**src/rtl/multicycle_ctrl.sv**
```systemverilog
// Multi-cycle control sequencer for an RV32 subset (ALU-imm, load, bne).
// Drives datapath strobes, counts retired instructions and latches sticky faults.
module multicycle_ctrl #(
  parameter int WIDTH   = 32,
  parameter int TIMEOUT = 15,
  parameter int CNT_W   = 16
) (
  input  logic             clk,
  input  logic             rst_n,
  input  logic [WIDTH-1:0] instr,
  input  logic             imem_ready,
  input  logic             EQ,
  input  logic             dmem_ready,
  output logic             imem_req,
  output logic             IRWrite,
  output logic             PCWrite,
  output logic             PCsrc,
  output logic             RegWrite,
  output logic             ALUctrl,
  output logic             ALUsrc,
  output logic [1:0]       ImmSrc,
  output logic             WD3select,
  output logic             dmem_req,
  output logic [CNT_W-1:0] retired,
  output logic             fault,
  output logic [1:0]       fault_code,
  output logic [2:0]       o_dbg_state
);

  typedef enum logic [2:0] {
    S_START  = 3'd0,
    S_FETCH  = 3'd1,
    S_DECODE = 3'd2,
    S_EXEC_I = 3'd3,
    S_EXEC_B = 3'd4,
    S_MEM    = 3'd5,
    S_WB     = 3'd6,
    S_FAULT  = 3'd7
  } state_t;

  localparam logic [6:0] OP_ALUI   = 7'b0010011;
  localparam logic [6:0] OP_LOAD   = 7'b0000011;
  localparam logic [6:0] OP_BRANCH = 7'b1100011;
  localparam logic [7:0] WAIT_LAST = 8'(TIMEOUT - 1);

  state_t           r_state;
  state_t           w_next;
  logic [6:0]       r_opcode;
  logic [7:0]       r_wait;
  logic [CNT_W-1:0] r_retired;
  logic [1:0]       r_fault_code;
  logic             w_timeout;
  logic             w_retire;
  logic             w_unused;

  assign w_unused  = ^instr[WIDTH-1:7];
  assign w_timeout = (r_state == S_MEM) && !dmem_ready && (r_wait == WAIT_LAST);
  assign w_retire  = (r_state == S_EXEC_I) || (r_state == S_EXEC_B) || (r_state == S_WB);

  always_ff @(posedge clk or negedge rst_n) begin
    if (!rst_n) r_state <= S_START;
    else        r_state <= w_next;
  end

  // Request/ready handshake: a request (imem_req / dmem_req) stays high every
  // cycle until the matching ready is seen; the transfer completes in the cycle
  // where request and ready are both 1, and the FSM advances on that edge.
  always_comb begin
    w_next = r_state;
    case (r_state)
      S_START:  w_next = S_FETCH;
      S_FETCH:  if (imem_ready) w_next = S_DECODE;
      S_DECODE: begin
        case (r_opcode)
          OP_ALUI:   w_next = S_EXEC_I;
          OP_LOAD:   w_next = S_MEM;
          OP_BRANCH: w_next = S_EXEC_B;
          default:   w_next = S_FAULT;
        endcase
      end
      S_EXEC_I: w_next = S_FETCH;
      S_EXEC_B: w_next = S_FETCH;
      S_MEM: begin
        if (dmem_ready)     w_next = S_WB;
        else if (w_timeout) w_next = S_FAULT;
      end
      S_WB:     w_next = S_FETCH;
      S_FAULT:  w_next = S_FAULT;
      default:  w_next = S_START;
    endcase
  end

  always_comb begin
    imem_req  = 1'b0;
    IRWrite   = 1'b0;
    PCWrite   = 1'b0;
    PCsrc     = 1'b0;
    RegWrite  = 1'b0;
    ALUctrl   = 1'b0;
    ALUsrc    = 1'b0;
    ImmSrc    = 2'b00;
    WD3select = 1'b0;
    dmem_req  = 1'b0;
    fault     = 1'b0;
    case (r_state)
      S_FETCH: begin
        imem_req = 1'b1;
        IRWrite  = imem_ready;
      end
      S_EXEC_I: begin
        ImmSrc   = 2'b10;
        ALUsrc   = 1'b1;
        ALUctrl  = 1'b1;
        RegWrite = 1'b1;
        PCWrite  = 1'b1;
      end
      S_EXEC_B: begin
        PCWrite = 1'b1;
        PCsrc   = !EQ;
      end
      S_MEM: begin
        dmem_req = 1'b1;
        ImmSrc   = 2'b01;
        ALUsrc   = 1'b1;
        ALUctrl  = 1'b1;
      end
      S_WB: begin
        ImmSrc    = 2'b01;
        ALUsrc    = 1'b1;
        ALUctrl   = 1'b1;
        RegWrite  = 1'b1;
        WD3select = 1'b1;
        PCWrite   = 1'b1;
      end
      S_FAULT: fault = 1'b1;
      default: ;
    endcase
  end

  // Datapath-side registers: opcode latch, MEM wait counter, retire count, fault cause.
  always_ff @(posedge clk or negedge rst_n) begin
    if (!rst_n) begin
      r_opcode     <= 7'd0;
      r_wait       <= 8'd0;
      r_retired    <= '0;
      r_fault_code <= 2'b00;
    end else begin
      if (r_state == S_FETCH && imem_ready) r_opcode <= instr[6:0];
      if (r_state == S_DECODE) r_wait <= 8'd0;
      else if (r_state == S_MEM && !dmem_ready && !w_timeout) r_wait <= r_wait + 8'd1;
      if (w_retire) r_retired <= r_retired + 1'b1;
      if (r_fault_code == 2'b00) begin
        if (r_state == S_DECODE && w_next == S_FAULT) r_fault_code <= 2'b01;
        else if (w_timeout)                           r_fault_code <= 2'b10;
      end
    end
  end

  assign retired     = r_retired;
  assign fault_code  = r_fault_code;
  assign o_dbg_state = r_state;

endmodule

```
**config.mk**
```make
export PLATFORM = sky130hd
export DESIGN_NAME = multicycle_ctrl
export DESIGN_NICKNAME = d
export VERILOG_FILES = /design/src/rtl/multicycle_ctrl.sv
export SDC_FILE = /design/constraint.sdc
export NUM_CORES = 1
export LEC_CHECK = 0
export CAP_MARGIN = 0
export CORE_AREA = 2 2 70 59
export DETAILED_ROUTE_END_ITERATION = 8
export DIE_AREA = 0 0 72 61
export DONT_BUFFER_PORTS = 1
export GPL_ROUTABILITY_DRIVEN = 0
export SETUP_SLACK_MARGIN = 0.3
export SLEW_MARGIN = 20
export SYNTH_ARGS = -nofsm -noshare
export SYNTH_HDL_FRONTEND = slang
export SYNTH_SLANG_ARGS = --single-unit
```
**constraint.sdc**
```tcl
create_clock -name clk -period 2.5 [get_ports clk]
set_clock_uncertainty 0.1 [all_clocks]
set_input_delay 0.375 -clock clk [delete_from_list [all_inputs] [get_ports clk]]
set_output_delay 0.375 -clock clk [all_outputs]
set_load 0.02 [all_outputs]
```
==> Yosys cells after proc, flatten, opt, wreduce, memory -nomap -nowiden <==
Index checks and enable logic that the tools add are counted.
{ "totals": {"ff_bits": 36, "inputBits": 37, "out_inout_bits": 33, "word_cells": 58} }
{ "classes": {"addsub": 2, "n_eq_ne": 12, "n_mux": 19, "n_reduce_logical": 20} }
{ "op_table": {"columns": ["operator", "count"], "rows": [
  ["$add A16 B1 Y16 const B", 1],
  ["$mux W8", 2],
  ["$eq A3 B3 Y1 const B", 5],
  ["$pmux W3 S5", 1],
  ["$mux W1", 9],
  ["$mux W3", 3],
  ["$pmux W3 S3", 1],
  ["$add A8 B1 Y8 const B", 1],
  ["$eq A8 B4 Y1 const B", 1],
  ["$eq A7 B2 Y1 const B", 1],
  ["$eq A7 B5 Y1 const B", 1],
  ["$eq A7 B7 Y1 const B", 1],
  ["$eq A3 B2 Y1 const B", 2],
  ["$reduce_or A3 Y1", 2],
  ["$logic_and A1 B1 Y1", 5],
  ["$mux W2", 2],
  ["$pmux W2 S2", 1],
  ["$reduce_bool A2 Y1", 2],
  ["$reduce_or A2 Y1", 2],
  ["$reduce_or A4 Y1", 1],
  ["$eq A3 B1 Y1 const B", 1],
  ["$logic_not A1 Y1", 3],
  ["$logic_not A3 Y1", 1],
  ["$logic_not A2 Y1", 1],
  ["2 further kinds", 3]
]} }

==> Longest topological paths before layout <==
{ "depth": {"depth_word": 10, "ltp_mapped": 6, "depth_no_buf": 6} }

==> Worst setup path before layout <==
Ideal clock, no wire load.
{ "synth_path": {"path_kind": "register -> register", "from": "register r_state[1] (netlist: o_dbg_state[1])", "to": "register r_opcode[0]", "setup_ns": 0.125, "arrival_time_ns": 1.795, "required_time_ns": 2.275, "slack_ns": 0.481, "stages_incl_launch_ff": 6, "path_buffers": 1, "period_less_slack_ns": 2.019, "path_cell_list": "dfrtp_1 > nand2b_1 > nor2_1 > and2_1 > buf_2 > mux2_2"} }
{ "synth_via": {"elab_chain_cells": 2} }
{ "synth_rtl": {"columns": ["item", "line", "source"], "rows": [
  ["from (decl)", "46", "state_t r_state;"],
  ["from (signal assigned)", "62", "else r_state <= w_next;"],
  ["$eq A3 B1 Y1", "148", "if (r_state == S_FETCH && imem_ready) r_opcode <= instr[6:0];"],
  ["$logic_and A1 B1 Y1", "148", null],
  ["to (signal assigned)", "148", null],
  ["to (decl)", "48", "logic [6:0] r_opcode;"]
]} }
No other way between the ends.
A chain may end at the register's enable or synchronous reset.

==> Worst setup path in the final report <==
{ "layout_path": {"from": "register r_state[2] (netlist: o_dbg_state[2])", "to": "output ALUctrl"} }
{ "layout_via": {"elab_chain_cells": 3, "word_cells_on_any_way": 5, "classes_between": "eq/ne (3); mux (1); reduce/logical (1)"} }
{ "layout_rtl": {"columns": ["item", "line", "source"], "rows": [
  ["$eq A3 B3 Y1 / $eq A3 B2 Y1 (equally long branches)", "105", "case (r_state)"],
  ["$reduce_or A3 Y1 (no source line) (*)", null, null],
  ["$mux W1 (*)", "105", null],
  ["to (decl)", "19", "output logic ALUctrl,"]
]} }
Every way passes the cells marked *; elsewhere a longest branch is shown, timed or not.

==> results.cfg <==
[pwr]
peakVddDrop_uv = 491
p_switching_uw = 920
powerDensity_mw_per_mm2 = 1140
intPower_uw = 1380
power_frac_clock_pct = 21.7
comb_power_share_pct = 32.3
pwr-share-seq_pct = 46.0
swShare_pct = 40.0
power.leakage_uw = 0.000930

[clocking]
cts_buffers = 5
tritoncts = done
cts_root_buffer = clkbuf_8
postCtsSetupRepairBufs = 0
cts_num_sinks = 36
cts.clk_slew.worst_paths_ns = 0.07
htreeDepth = 2
clk_latency_ns = 0.29
cts_buffer_depth = 2

[floorplan]
dieArea_mm2 = 0.00439
design.portCount = 70
row_count = 20
die_h_um = 61
start_util_pct = 49.3
dieWidth_um = 72
coreArea_mm2 = 0.00368

[logic_synthesis]
synth_edf_count = 0
synth_adder_area_share_pct = 2.07
async_flop_share_pct = 100
avgSynthCellArea_um2 = 11.6
synth_ff_type = dfrtp_1
synth_fp_nets = 196
synthTopCellsByArea = dfrtp_1 (50%), xnor2_1 (7.3%), mux2_2 (5.0%), xor2_1 (2.9%), nand4_1 (2.8%)
syn_inst = 156
synth_area_mm2 = 0.00181
yosys.area.top_type = dfrtp_1
synth-xor-area-share_pct = 10.2
yosys.cell_types.count = 42
ys_seq_elements = 36
synth-seq-area-share_pct = 49.7
synth_compound_area_share_pct = 6.63
synth_top_family_by_area = simple AND/OR/NAND/NOR gates
synthMuxAreaShare_pct = 6.63
yosys.area_share.simple_pct = 22.2
synth_top_area_share_pct = 49.7
yosysWarnings = 0

[detailed_routing]
drc = 0
drt-pass1-iter-count = 4
ant_nets = 0
viasPerCell = 5.79
routed_wl_mm = 3.49
drt_iter0_markers = 49
wl_per_cell_um = 16.5
vias = 1221

[critical_path]
reg2regPathDepth = 4
crit_fanout = 12
worstPathCellList = nand2b_4 -> or2_2 -> nand3_2
required_ns = 2.03
arrival_ns = 1.62
cp_top_family = simple AND/OR/NAND/NOR gates
critPathCaptureType = output port
cp-start-kind = register
cp_slowest_cell = dfrtp_1
path_buf_inv = 0
max_stage_delay_ns = 0.65
critical_path_depth = 3
critical_path_class = reg2out

[flow_run]
cap_viol_max_count = 0

[layout]
fin_nets = 206
drive_gt1_share_pct = 22.8
mostFrequentLayoutCells = dfrtp_1 (34), xnor2_1 (15), nand2_1 (11), nor2_1 (10)
instances_no_fill = 211
syn2layout_area_growth_pct = 11.7
antenna_cells = 0
final_common_cell = dfrtp_1

[global_routing]
grt_pass1_vias = 1213
grt_start_max_net_pins = 37
grt_overflow = 0
grt_pass1_wl_mm = 5.73
grtUsageTotal_pct = 17.8
antenna_found_initial = 0

[placement]
pre_cts_slack_ns = 0.534
place_hpwl_mm = 2.56
dp_cells = 201
port_buffers = 0

[worst_hold_path]
whs_path_depth = 1
hp-class = in2reg

[sta]
hold_viol = 0
fmax_mhz = 477
rsz0062_at_grt = false
period_minus_slack_ns = 2.10
period_share_pct = 83.9
slew_headroom_pct = 66.7
fin_tns_setup_ns = 0
finalSetupViolCount = 0
worst_pin_slew_ns = 0.499
setup_ws_ns = 0.403
slew_viol_final = 0

[run_status]
status = finished clean
## synth_stat cells, types with 2 or more instances
| master | number |
|---|---|
| and4_1 | 3 |
| or2_2 | 3 |
| ha_1 | 3 |
| nand2_1 | 11 |
| nand3_1 | 9 |
| xnor2_1 | 15 |
| nand2b_1 | 2 |
| and2_1 | 3 |
| dfrtp_1 | 36 |
| a21oi_1 | 2 |
| xor2_1 | 6 |
| buf_4 | 3 |
| nor4b_1 | 2 |
| nor2_1 | 10 |
| nand4_1 | 8 |
| mux2_2 | 8 |
| or3_1 | 2 |
| inv_1 | 4 |
| mux2i_1 | 3 |
## power groups by stage
stage / clock, µW / sequential, µW / combinational, µW
2_1_floorplan: 0 / 996 / 645
3_3_place_gp: 0 / 1050 / 702
3_5_place_dp: 0 / 1070 / 726
4_1_cts: 513 / 1060 / 754
5_1_grt: 539 / 1090 / 823
6_report: 499 / 1060 / 743
## state kept, by name, summed over array words and instances (netlist names)
name / cells
retired: 16
r_wait: 8
r_opcode: 7
o_dbg_state: 3
fault_code: 2
## timing repair
action,CTS,global route
resized for setup,2,2
setup endpoints to repair,3,1
endpoints found under the hold margin,36,0
hold buffers,2,0
## layer usage
layer / wire length [µm] / GRT usage (%) / vias to the layer above
met4: 45 / 7.28 / 0
met2: 1630 / 27.6 / 37
li1: - / - / 572
met3: 233 / 6.81 / 5
met1: 1580 / 22.7 / 607
met5: 0 / 0 / -
## worst register-to-register path, stage by stage, from the launching register on
cell and delay (ns):
dfrtp_1 0.56, nand3b_4 0.31, a21oi_1 0.46, nand4_1 0.18, xnor2_1 0.16
## cell type report
| cell class | instances | area [µm²] |
|---|---|---|
| clock buffers | 6 | 72.6 |
| clock inverters | 2 | 35.0 |
| fillers | 336 | 1660 |
| inverters | 5 | 18.8 |
| multi-input cells | 111 | 871 |
| flip-flops and latches | 36 | 903 |
| well taps | 44 | 55.1 |
| repair buffers | 7 | 67.6 |
## metrics by stage
stage               util (%)  power, µW  cell area [µm²]  hold slack, ns
CTS                     54.9       2330             2020           0.124
floorplan                  -       1640             1810         -0.0206
global route            55.0       2460             2020           0.118
detailed placement      51.0       1800             1880         -0.0197
global placement        51.0       1760             1880         -0.0197
finish                  55.0       2300             2020           0.132
## cell families after synthesis
kind of cell    after synthesis
compound gates               12
simple gates                 64
xor+xnor                     21
flops                        36
fa+ha+maj                     3
buf+inv                       9
mux                          11
## path summary, 6_finish.rpt
kind,start,to,slack (ns)
worst max-delay path,o_dbg_state[2],ALUctrl,0.40
worst min register to register,r_opcode[1],r_opcode[1],0.40
worst min-delay path,instr[2],r_opcode[2],0.13
min in group asynchronous,rst_n,r_wait[6],0.43
max in group asynchronous,rst_n,o_dbg_state[0],1.67
worst max register to register,o_dbg_state[2],retired[12],0.61
(Power assumes the default switching activity.)
